[config.mk]
export PLATFORM = sky130hd
export DESIGN_NAME = pattern_cfg_apb_flat
export DESIGN_NICKNAME = d
export VERILOG_FILES = /design/src/rtl/pattern_cfg_apb_if.sv /design/src/rtl/pattern_cfg_apb.sv /design/src/flat_wrapper.sv
export SDC_FILE = /design/constraint.sdc
export NUM_CORES = 1
export LEC_CHECK = 0
export ABC_CLOCK_PERIOD_IN_PS = 4600
export CORE_ASPECT_RATIO = 1.2
export CORE_MARGIN = 2
export CORE_UTILIZATION = 40
export DETAILED_ROUTE_END_ITERATION = 12
export MAX_ROUTING_LAYER = met4
export PLACE_DENSITY = 0.67
export RECOVER_POWER = 25
export SLEW_MARGIN = 40
export SYNTH_ARGS = -nofsm -noshare
export SYNTH_HDL_FRONTEND = slang
export SYNTH_SLANG_ARGS = --single-unit
[constraint.sdc]
create_clock -name clk -period 4.6 [get_ports clk]
set_input_delay 0.92 -clock clk [delete_from_list [all_inputs] [get_ports clk]]
set_output_delay 0.92 -clock clk [all_outputs]
set_load 0.02 [all_outputs]
[src/rtl/pattern_cfg_apb_if.sv]
// APB-style register bus between a master and the pattern_cfg_apb slave.
//   psel/penable/pwrite  : transfer control (setup phase, then access phase)
//   paddr[2:0]           : register address
//   pwdata[7:0]          : write data
//   prdata[7:0]          : read data, valid during a read access phase
//   pready               : transfer complete (no wait states)
//   pslverr              : transfer error, valid during the access phase
interface pattern_cfg_apb_if;
  logic       psel;
  logic       penable;
  logic       pwrite;
  logic [2:0] paddr;
  logic [7:0] pwdata;
  logic [7:0] prdata;
  logic       pready;
  logic       pslverr;

  modport master (
    output psel, penable, pwrite, paddr, pwdata,
    input  prdata, pready, pslverr
  );

  modport slave (
    input  psel, penable, pwrite, paddr, pwdata,
    output prdata, pready, pslverr
  );
endinterface

[src/rtl/pattern_cfg_apb.sv]
// Register front end for a serial pattern detector.
// Holds the detector pattern, serializes bytes written to TXDATA (MSB first,
// with a one-deep holding register so consecutive bytes stream without a
// gap), and counts detect pulses returned from the detector.
// Ports:
//   clk       : clock, all state changes on the rising edge
//   rst       : asynchronous active-low reset
//   bus       : APB slave (psel, penable, pwrite, paddr, pwdata, prdata,
//               pready, pslverr)
//   pat_out   : programmed 5-bit pattern to the detector
//   ser_out   : serial data bit to the detector
//   ser_valid : ser_out carries a live bit this cycle
//   det_in    : detect pulse from the detector
// Register map: 0 CTRL (en, clr_cnt), 1 PATTERN, 2 TXDATA (WO),
//               3 STATUS (busy, pending, RO), 4 DETCNT (RO).
module pattern_cfg_apb (
  input  logic              clk,
  input  logic              rst,
  pattern_cfg_apb_if.slave  bus,
  output logic [4:0]        pat_out,
  output logic              ser_out,
  output logic              ser_valid,
  input  logic              det_in
);

  localparam logic [2:0] ADDR_CTRL    = 3'd0;
  localparam logic [2:0] ADDR_PATTERN = 3'd1;
  localparam logic [2:0] ADDR_TXDATA  = 3'd2;
  localparam logic [2:0] ADDR_STATUS  = 3'd3;
  localparam logic [2:0] ADDR_DETCNT  = 3'd4;

  typedef enum logic {IDLE, SHIFT} state_t;

  state_t     state_q;
  logic       en_q;
  logic [4:0] pattern_q;
  logic [7:0] detcnt_q;
  logic [7:0] shreg_q;
  logic [7:0] hold_q;
  logic [2:0] bitcnt_q;
  logic       pending_q;
  logic       valid_q;

  logic access;
  logic busy;
  logic err;
  logic wr_ok;
  logic tx_wr;
  logic last_bit;

  function automatic logic [7:0] sat_inc(input logic [7:0] v);
    return (v == 8'hFF) ? v : v + 8'd1;
  endfunction

  assign access   = bus.psel & bus.penable;
  assign busy     = (state_q == SHIFT);
  assign last_bit = (bitcnt_q == 3'd7);

  // A TXDATA write only errors when a word is already waiting; with en low
  // it is swallowed without an error.
  assign err = access & ((bus.paddr > ADDR_DETCNT) |
               (bus.pwrite & ((bus.paddr == ADDR_STATUS) | (bus.paddr == ADDR_DETCNT))) |
               (bus.pwrite & (bus.paddr == ADDR_TXDATA) & en_q & busy & pending_q));

  assign wr_ok = access & bus.pwrite & ~err;
  assign tx_wr = wr_ok & (bus.paddr == ADDR_TXDATA) & en_q;

  assign bus.pready  = access;
  assign bus.pslverr = err & rst;

  always_comb begin
    bus.prdata = 8'h00;
    if (access && !bus.pwrite && rst) begin
      case (bus.paddr)
        ADDR_CTRL:    bus.prdata = {7'b0, en_q};
        ADDR_PATTERN: bus.prdata = {3'b0, pattern_q};
        ADDR_STATUS:  bus.prdata = {6'b0, pending_q, busy};
        ADDR_DETCNT:  bus.prdata = detcnt_q;
        default:      bus.prdata = 8'h00;
      endcase
    end
  end

  assign pat_out   = pattern_q;
  assign ser_valid = valid_q;
  // The shift register keeps stale bits in IDLE, so qualify with valid.
  assign ser_out   = valid_q & shreg_q[7];

  // Configuration registers and detect counter; clear beats a same-edge detect.
  always_ff @(posedge clk or negedge rst) begin
    if (!rst) begin
      en_q      <= 1'b0;
      pattern_q <= 5'd0;
      detcnt_q  <= 8'd0;
    end else begin
      if (wr_ok && bus.paddr == ADDR_CTRL)    en_q      <= bus.pwdata[0];
      if (wr_ok && bus.paddr == ADDR_PATTERN) pattern_q <= bus.pwdata[4:0];
      if (wr_ok && bus.paddr == ADDR_CTRL && bus.pwdata[1]) detcnt_q <= 8'd0;
      else if (det_in)                                      detcnt_q <= sat_inc(detcnt_q);
    end
  end

  // Holding register only carries data; pending_q says whether it is live.
  always_ff @(posedge clk) begin
    if (tx_wr && busy && !last_bit) hold_q <= bus.pwdata;
  end

  // Serializer FSM
  always_ff @(posedge clk or negedge rst) begin
    if (!rst) begin
      state_q   <= IDLE;
      shreg_q   <= 8'd0;
      bitcnt_q  <= 3'd0;
      pending_q <= 1'b0;
      valid_q   <= 1'b0;
    end else begin
      case (state_q)
        IDLE: begin
          valid_q <= 1'b0;
          if (tx_wr) begin
            shreg_q  <= bus.pwdata;
            bitcnt_q <= 3'd0;
            state_q  <= SHIFT;
            valid_q  <= 1'b1;
          end
        end
        SHIFT: begin
          if (!en_q) begin
            state_q   <= IDLE;
            valid_q   <= 1'b0;
            pending_q <= 1'b0;
            bitcnt_q  <= 3'd0;
          end else if (last_bit) begin
            bitcnt_q <= 3'd0;
            if (pending_q) begin
              shreg_q   <= hold_q;
              pending_q <= 1'b0;
            end else if (tx_wr) begin
              // A write landing on the final bit goes straight into the shifter.
              shreg_q <= bus.pwdata;
            end else begin
              state_q <= IDLE;
              valid_q <= 1'b0;
            end
          end else begin
            shreg_q  <= {shreg_q[6:0], 1'b0};
            bitcnt_q <= bitcnt_q + 3'd1;
            if (tx_wr) pending_q <= 1'b1;
          end
        end
        default: begin
          state_q <= IDLE;
          valid_q <= 1'b0;
        end
      endcase
    end
  end

endmodule
[src/flat_wrapper.sv]
// flat-port wrapper written by rule: the top's interface ports become plain ports
module pattern_cfg_apb_flat 
  (clk, rst, pat_out, ser_out, ser_valid, det_in, bus_psel, bus_penable, bus_pwrite, bus_paddr, bus_pwdata, bus_prdata, bus_pready, bus_pslverr);
  pattern_cfg_apb_if bus_i ();
  input  logic clk;
  input  logic rst;
  output logic [4:0] pat_out;
  output logic ser_out;
  output logic ser_valid;
  input  logic det_in;
  input wire logic [$bits(bus_i.psel)-1:0] bus_psel;
  input wire logic [$bits(bus_i.penable)-1:0] bus_penable;
  input wire logic [$bits(bus_i.pwrite)-1:0] bus_pwrite;
  input wire logic [$bits(bus_i.paddr)-1:0] bus_paddr;
  input wire logic [$bits(bus_i.pwdata)-1:0] bus_pwdata;
  output wire logic [$bits(bus_i.prdata)-1:0] bus_prdata;
  output wire logic [$bits(bus_i.pready)-1:0] bus_pready;
  output wire logic [$bits(bus_i.pslverr)-1:0] bus_pslverr;
  assign bus_i.psel = bus_psel;
  assign bus_i.penable = bus_penable;
  assign bus_i.pwrite = bus_pwrite;
  assign bus_i.paddr = bus_paddr;
  assign bus_i.pwdata = bus_pwdata;
  assign bus_prdata = bus_i.prdata;
  assign bus_pready = bus_i.pready;
  assign bus_pslverr = bus_i.pslverr;
  pattern_cfg_apb u_core (.clk(clk), .rst(rst), .bus(bus_i), .pat_out(pat_out), .ser_out(ser_out), .ser_valid(ser_valid), .det_in(det_in));
endmodule
# After elaboration in Yosys (flattened, before gate mapping)

Cells that the tools add are included.

Eq/ne operators: 13
Bitwise gates (word level): 18
Muxes and demuxes: 27
Reduce and logical (&&, ||, !) cells: 14
$lt $le $gt $ge: 1
Add/subtract/negate cells: 2

Operators with widths:

| cell                | count |
|---|---|
| $mux 8              | 8 |
| $pmux 8 s4          | 1 |
| $pmux 8 s2          | 1 |
| $and 1x1->1         | 13 |
| $ne 3x3->1 const B  | 4 |
| $mux 1              | 11 |
| $mux 3              | 3 |
| $add 8x1->8 const B | 1 |
| $eq 8x8->1 const B  | 1 |
| $logic_and 1x1->1   | 7 |
| $eq 3x2->1 const B  | 2 |
| $eq 3x3->1 const B  | 2 |
| $pmux 3 s2          | 1 |
| $ne 2x1->1 const B  | 2 |
| $pmux 1 s2          | 2 |
| $reduce_and 2->1    | 2 |
| $add 3x1->3 const B | 1 |
| $eq 3x1->1 const B  | 1 |
| $gt 3x3->1 const B  | 1 |
| $logic_not 3->1     | 1 |
| $or 1x1->1          | 3 |
| $reduce_and 3->1    | 1 |
| $logic_not 1->1     | 2 |
| $ne 2x2->1 const B  | 1 |
| 2 further kinds     | 3 |

Register bits after elaboration: 36
Output and inout bits: 17
Word-level logic and storage cells: 84

# Longest topological paths before layout

Gate-level depths: netlist of run 1.

Depth after elaboration: 16
Depth in mapped cells: 8
Depth with buffers taken out: 6

# Least setup slack after synthesis of run 1

OpenSTA, ideal clock, no wires.

Path type: input -> register
Start point: input bus_paddr[0]
End point: register u_core.hold_q[0] (enable)
Data arrival time: 2678 ps
Stages on the path: 3
Library setup time: 419 ps
Setup slack: 1502 ps
Cell sequence: nor2_1 -> nand3_1 -> a2111oi_0

Longest elaborated chain between the ends: 13

Ends and longest elaborated chain:

| item                              | RTL line                                     | RTL |
|---|---|---|
| start: declaration                | flat_wrapper.sv:14                           | `input wire logic [$bits(bus_i.paddr)-1:0] bus_paddr;` |
| $eq 3x2->1                        | pattern_cfg_apb.sv:63, pattern_cfg_apb.sv:66 |  |
| $and 1x1->1 (4 in series)         | pattern_cfg_apb.sv:63                        | `(bus.pwrite & (bus.paddr == ADDR_TXDATA) & en_q & busy & pending_q));` |
| $or 1x1->1                        | pattern_cfg_apb.sv:62                        | `(bus.pwrite & ((bus.paddr == ADDR_STATUS) \| (bus.paddr == ADDR_DETCNT))) \|` |
| $and 1x1->1                       | pattern_cfg_apb.sv:61                        | `assign err = access & ((bus.paddr > ADDR_DETCNT) \|` |
| $not 1->1                         | pattern_cfg_apb.sv:65                        | `assign wr_ok = access & bus.pwrite & ~err;` |
| $and 1x1->1                       | pattern_cfg_apb.sv:65                        |  |
| $and 1x1->1 * (2 in series)       | pattern_cfg_apb.sv:66                        | `assign tx_wr = wr_ok & (bus.paddr == ADDR_TXDATA) & en_q;` |
| $logic_and 1x1->1 * (2 in series) | pattern_cfg_apb.sv:105                       | `if (tx_wr && busy && !last_bit) hold_q <= bus.pwdata;` |
| end signal: assignment            | pattern_cfg_apb.sv:105                       |  |
| end: declaration                  | pattern_cfg_apb.sv:39                        | `logic [7:0] hold_q;` |

Mark *: on every way between the ends. The rest lies on a longest branch, timed or not.
A chain may end at the register's enable or synchronous reset.

# Final worst setup path of run 1

Start point: input bus_paddr[2]
End point: output bus_prdata[1]

Longest elaborated chain between the ends: 3

Ends and longest elaborated chain:

| item                                     | RTL line              | RTL |
|---|---|---|
| $eq 3x3->1, or another cell as far along | pattern_cfg_apb.sv:74 | `case (bus.paddr)` |
| $pmux 8 s4 *                             | pattern_cfg_apb.sv:74 |  |
| $mux 8 *                                 | pattern_cfg_apb.sv:73 | `if (access && !bus.pwrite && rst) begin` |
| end: declaration                         | flat_wrapper.sv:16    | `output wire logic [$bits(bus_i.prdata)-1:0] bus_prdata;` |

Marks and branches as above.

==> flow_summary.json, run 1 <==
{
  "worst_pin_slew_ns": 0.761,
  "numPortBuffers": 33,
  "mostFrequentLayoutCell": "dfrtp_1",
  "fmax_mhz": 259,
  "ir_drop_uv": 283,
  "synth.distinct_cells": 50,
  "syn_area_per_cell_um2": 9.96,
  "die_y_um": 83.0,
  "min_from": "u_core.shreg_q[7]$_DFFE_PN0P_",
  "drt-wirelength-per-cell_um": 16.5,
  "cp-end-kind": "output port",
  "cts_hold_buf": 0,
  "drc": 0,
  "synth_compound_area_frac": 0.251,
  "fill_cells": 477,
  "antennaDiodeCount": 0,
  "dp_worst_setup_slack_ns": 0.738,
  "cts.sinks": 36,
  "min_period_over_period": 0.841,
  "fin_util": 0.511,
  "yosys.area_share.simple": 0.167,
  "r2r-start": "u_core.bitcnt_q[0]$_DFFE_PN0P_",
  "ctsRootBufferMaster": "clkbuf_8",
  "synth_top_family_by_area": "compound AO/OA/AOI/OAI gates",
  "ioPinCount": 34,
  "slew_viol_final": 0,
  "grt_usage": 0.182,
  "placed_cell_area_um2": 2430,
  "synth_area_um2": 2080,
  "hold_ws_ns": 0.487,
  "hold_path.class": "reg2reg",
  "slew_headroom": 0.493,
  "gr-total-overflow": 0,
  "vias": 1707,
  "drtIter0Drc": 91,
  "grt_pass1_wl_um": 8190,
  "setup_slack_ns": 0.734,
  "whs_endpoint": "u_core.shreg_q[7]$_DFFE_PN0P_",
  "slowest_delay_ns": 0.60,
  "async_flop_share": 0.778,
  "rows": 28,
  "finalInstanceArea_um2": 2540,
  "drtPass1Iterations": 4,
  "ys_warn_count": 0,
  "cp_data_arrival_time_ns": 2.95,
  "dp_hpwl_um": 3330,
  "p_per_area_nw_per_um2": 410,
  "grt_antenna_before_repair": 0,
  "final_nets": 257,
  "status": "finished, final reports clean",
  "yosys_register_bits": 36,
  "routed_wl_um": 4930,
  "cts_resized": 0,
  "worstPathCellList": "clkdlybuf4s50_1 > nor2b_1 > a22oi_1 > o21a_1 > nor2_1 > clkdlybuf4s50_1",
  "cts-htree-levels": 2,
  "synth_xor_xnor_area_share": 0.0210,
  "path_common_cell": "clkdlybuf4s50_1",
  "insertion_delay_ns": 0.29,
  "clockBufferDepth": 2,
  "cp.buffers_inverters": 2,
  "worstSetupPathType": "in2out",
  "grt_pass1_vias": 1647,
  "synthAdderAreaFrac": 0.0180,
  "tns_ns": 0,
  "syn_nets": 229,
  "tritoncts": "done",
  "layoutNonFillerInstCount": 298,
  "crit_fanout": 7,
  "die_area_um2": 5800,
  "r2r_cells": 6,
  "ys_seq_area_frac": 0.452,
  "final-setup-viol-count": 0,
  "synthCells": 209,
  "rsz0062_at_grt": "no",
  "drive_gt1_frac": 0.105,
  "syn_to_final_growth_pct": 22.1,
  "period_needed_ns": 3.87,
  "viasPerCell": 5.73,
  "synth_edf_count": 8,
  "die_w_um": 69.9,
  "ant_nets": 0,
  "dp_cells": 290,
  "initial_core_util": 0.419,
  "clk_pin_slew_ns": 0.07,
  "leakagePower_nw": 0.928,
  "whs_path_depth": 1,
  "power.total_mw": 1.04,
  "final_cell_mix": "dfrtp_1, clkdlybuf4s50_1, a21oi_1, nor2_1, o21ai_0",
  "cp_slowest_cell": "clkdlybuf4s50_1",
  "skew_ns": 0.00395,
  "rrSetupSlack_ns": 2.41,
  "worstPathRequired_ns": 3.68,
  "ys.flop_type": "dfrtp_1",
  "synthMuxAreaShare": 0.0469,
  "numCtsBuffers": 5,
  "grt_max_degree": 30,
  "globalplace.congestion": 0.916,
  "crit_family": "buffers and inverters",
  "core_um2": 4970,
  "reg2reg_to": "u_core.shreg_q[2]$_DFFE_PN0P_",
  "hold_viol": 0,
  "cts_setup_buffers": 0,
  "maxCapViolations": 0,
  "startpoint_type": "primary input"
}
-- metal layers --
layer  up-vias  track usage  share of wire
li1        830            -              -
met1       834        0.226           0.46
met2        38        0.294           0.49
met3         5       0.0388          0.036
met4         0       0.0612          0.014
met5         -            -              0
-- how the worst max path moves through the flow --
stage	startpoint	to	slack, ns	cells after the start
2_1_floorplan	bus_paddr[0]	u_core.hold_q[0]$_DFFE_PP_	1.50	3
3_3_place_gp	bus_paddr[2]	bus_prdata[1]	0.79	6
3_5_place_dp	bus_paddr[2]	bus_prdata[1]	0.74	6
4_1_cts	bus_paddr[2]	bus_prdata[1]	0.73	6
5_1_grt	bus_paddr[2]	bus_prdata[1]	0.59	6
6_report	bus_paddr[2]	bus_prdata[1]	0.73	6
-- power by group --
part	internal [mW]	switching (mW)
logic	0.144	0.156
registers	0.391	0.0766
clock network	0.161	0.115
total	0.696	0.347
-- layout make-up --
| type | instances | area, um2 | area share |
|---|---|---|---|
| well taps | 60 | 75.1 | 0.0295 |
| clock inverters | 2 | 35.0 | 0.0138 |
| multi-input cells | 154 | 1050 | 0.415 |
| inverters | 5 | 18.8 | 0.00738 |
| clock buffers | 6 | 72.6 | 0.0285 |
| repair buffers | 35 | 345 | 0.136 |
| flip-flops and latches | 36 | 941 | 0.370 |
-- flip-flops by register name, indices dropped and copies added (netlist names) --
| signal | count |
|---|---|
| u_core.detcnt_q | 8 |
| u_core.hold_q | 8 |
| u_core.shreg_q | 8 |
| u_core.pat_out | 5 |
| u_core.bitcnt_q | 3 |
| u_core.busy | 1 |
| u_core.en_q | 1 |
| u_core.pending_q | 1 |
| u_core.ser_valid | 1 |
-- cells by family after synthesis --
logic type / Yosys count
mux: 9
xor+xnor: 5
compound gates: 73
flops: 36
simple gates: 64
fa+ha+maj: 3
buf+inv: 19
-- Yosys cell counts, types with 2 or more instances --
library cell | number | area, um2
xnor2_1 | 4 | 35.0
ha_1 | 3 | 37.5
nand2_1 | 10 | 37.5
and4_1 | 2 | 17.5
o21a_1 | 10 | 75.1
a21oi_1 | 19 | 95.1
nand3_1 | 9 | 45.0
nor3_1 | 2 | 10.0
a211oi_1 | 2 | 15.0
mux2i_1 | 3 | 30.0
o2bb2ai_1 | 7 | 61.3
nor2_1 | 16 | 60.1
or2_2 | 2 | 12.5
edfxtp_1 | 8 | 240
o21ai_0 | 12 | 60.1
a22oi_1 | 4 | 30.0
and3_1 | 4 | 25.0
clkbuf_1 | 5 | 18.8
a2bb2oi_1 | 8 | 70.1
dfrtp_1 | 28 | 701
inv_1 | 4 | 15.0
buf_2 | 5 | 25.0
buf_4 | 2 | 15.0
nand2b_1 | 2 | 12.5
nand3b_1 | 8 | 60.1
mux2_2 | 6 | 67.6
Power figures use the tool's default switching activity.
==> inputs of run 2 (changes only) <==
Settings changed: ABC_CLOCK_PERIOD_IN_PS 4600 to 3300, PLACE_DENSITY 0.67 to 0.69.
Clock period 4.6 ns to 3.3 ns, I/O delays scaled along.
==> flow_summary.json, run 2 (synthesis results as in run 1) <==
{
  "cp_data_arrival_time_ns": 2.52,
  "power.switching_mw": 0.486,
  "cp-end-kind": "output port",
  "syn_to_final_growth_pct": 24.1,
  "maxCapViolations": 1,
  "p_per_area_nw_per_um2": 566,
  "crit_fanout": 4,
  "numCtsBuffers": 5,
  "ctsRootBufferMaster": "clkbuf_8",
  "numPortBuffers": 33,
  "worstPathRequired_ns": 2.64,
  "ir_drop_uv": 365,
  "gr-total-overflow": 0,
  "rsz0062_at_grt": "no",
  "drtIter0Drc": 107,
  "clockPowerShare": 0.264,
  "antennaDiodeCount": 0,
  "tns_ns": 0,
  "worst_pin_slew_ns": 1.55,
  "grt_pass1_wl_um": 8020,
  "clockBufferDepth": 2,
  "die_area_um2": 5800,
  "initial_core_util": 0.419,
  "slew_viol_final": 29,
  "cts.sinks": 36,
  "cts_resized": 0,
  "seqPwrFrac": 0.439,
  "cts_setup_buffers": 0,
  "hold_path.class": "reg2reg",
  "violations": "max-capacitance violations, max-slew violations",
  "grt_antenna_before_repair": 0,
  "final_nets": 263,
  "fill_cells": 485,
  "core_um2": 4970,
  "power.total_mw": 1.46,
  "final-setup-viol-count": 0,
  "clk_pin_slew_ns": 0.08,
  "globalplace.congestion": 0.811,
  "drc": 0,
  "drt-wirelength-per-cell_um": 15.7,
  "vias": 1713,
  "grt_pass1_vias": 1630,
  "period_needed_ns": 3.18,
  "combPwrFrac": 0.296,
  "drive_gt1_frac": 0.123,
  "min_period_over_period": 0.963,
  "fmax_mhz": 315,
  "ant_nets": 0,
  "rows": 28,
  "worstSetupPathType": "in2out",
  "grt_max_degree": 29,
  "drtPass1Iterations": 4,
  "p_int_mw": 0.976,
  "status": "finished with violations",
  "skew_ns": 0.00499,
  "startpoint_type": "primary input",
  "tritoncts": "done",
  "leakagePower_nw": 0.955,
  "hold_viol": 0,
  "dp_worst_setup_slack_ns": 0.127,
  "viasPerCell": 5.63,
  "setup_slack_ns": 0.123,
  "slew_headroom": -0.0339,
  "routed_wl_um": 4790,
  "insertion_delay_ns": 0.29,
  "mostFrequentLayoutCell": "dfrtp_1",
  "die_w_um": 69.9,
  "p_sw_frac": 0.332,
  "grt_usage": 0.175,
  "cts_hold_buf": 0,
  "dp_hpwl_um": 3270,
  "final_cell_mix": "dfrtp_1, clkdlybuf4s50_1, a21oi_1, nor2_1, o21ai_0",
  "largestRegisters": "u_core.detcnt_q (8), u_core.hold_q (8), u_core.shreg_q (8)",
  "fin_util": 0.519,
  "die_y_um": 83.0,
  "cts-htree-levels": 2,
  "ioPinCount": 34,
  "hold_ws_ns": 0.490
}
-- run 2: layer usage --
metal,GRT usage,vias up,part of all wire
li1,-,839,-
met1,0.230,833,0.47
met2,0.276,35,0.48
met3,0.0316,6,0.036
met4,0.0542,0,0.014
met5,-,-,0
-- run 2: stage by stage --
stage,area (um2),std cells
finish,2580,304
global route,2580,304
CTS,2590,304
detailed placement,2480,296
global placement,2480,296
floorplan,2080,209
-- run 2: worst paths after layout --
kind | start | endpoint | slack [ns] | depth (start not counted)
worst min-delay path | u_core.shreg_q[7]$_DFFE_PN0P_ | u_core.shreg_q[7]$_DFFE_PN0P_ | 0.49 | 1
max in group asynchronous | rst | u_core.detcnt_q[4]$_DFFE_PN0P_ | 1.03 | 2
worst max register to register | u_core.bitcnt_q[0]$_DFFE_PN0P_ | u_core.ser_valid$_DFFE_PN0P_ | 1.10 | 6
min in group asynchronous | rst | u_core.bitcnt_q[1]$_DFFE_PN0P_ | 1.36 | 2
worst min register to register | u_core.shreg_q[7]$_DFFE_PN0P_ | u_core.shreg_q[7]$_DFFE_PN0P_ | 0.49 | 1
worst max-delay path | bus_penable | bus_prdata[4] | 0.12 | 6
-- run 2: final cells by class --
cell class              instances  area [um2]  share of cell area
multi-input cells             154        1050               0.408
flip-flops and latches         36         941               0.364
repair buffers                 41         387               0.150
well taps                      60        75.1              0.0291
clock buffers                   6        72.6              0.0281
clock inverters                 2        35.0              0.0136
inverters                       5        18.8             0.00726
-- run 2: power by group through the flow --
stage / Combinational [mW] / Sequential, mW / Clock [mW]
after global routing: 0.490 / 0.655 / 0.407
after detailed placement: 0.437 / 0.648 / 0
after global placement: 0.431 / 0.646 / 0
after floorplan: 0.309 / 0.634 / 0
after CTS: 0.439 / 0.642 / 0.388
final: 0.433 / 0.642 / 0.386
-- run 2: worst max-delay path, cell delays in order --
cell	delay, ns
clkdlybuf4s50_1	0.47
and2_2	0.15
nand3b_1	0.16
or2_2	0.35
nor2_1	0.12
clkdlybuf4s50_1	0.61
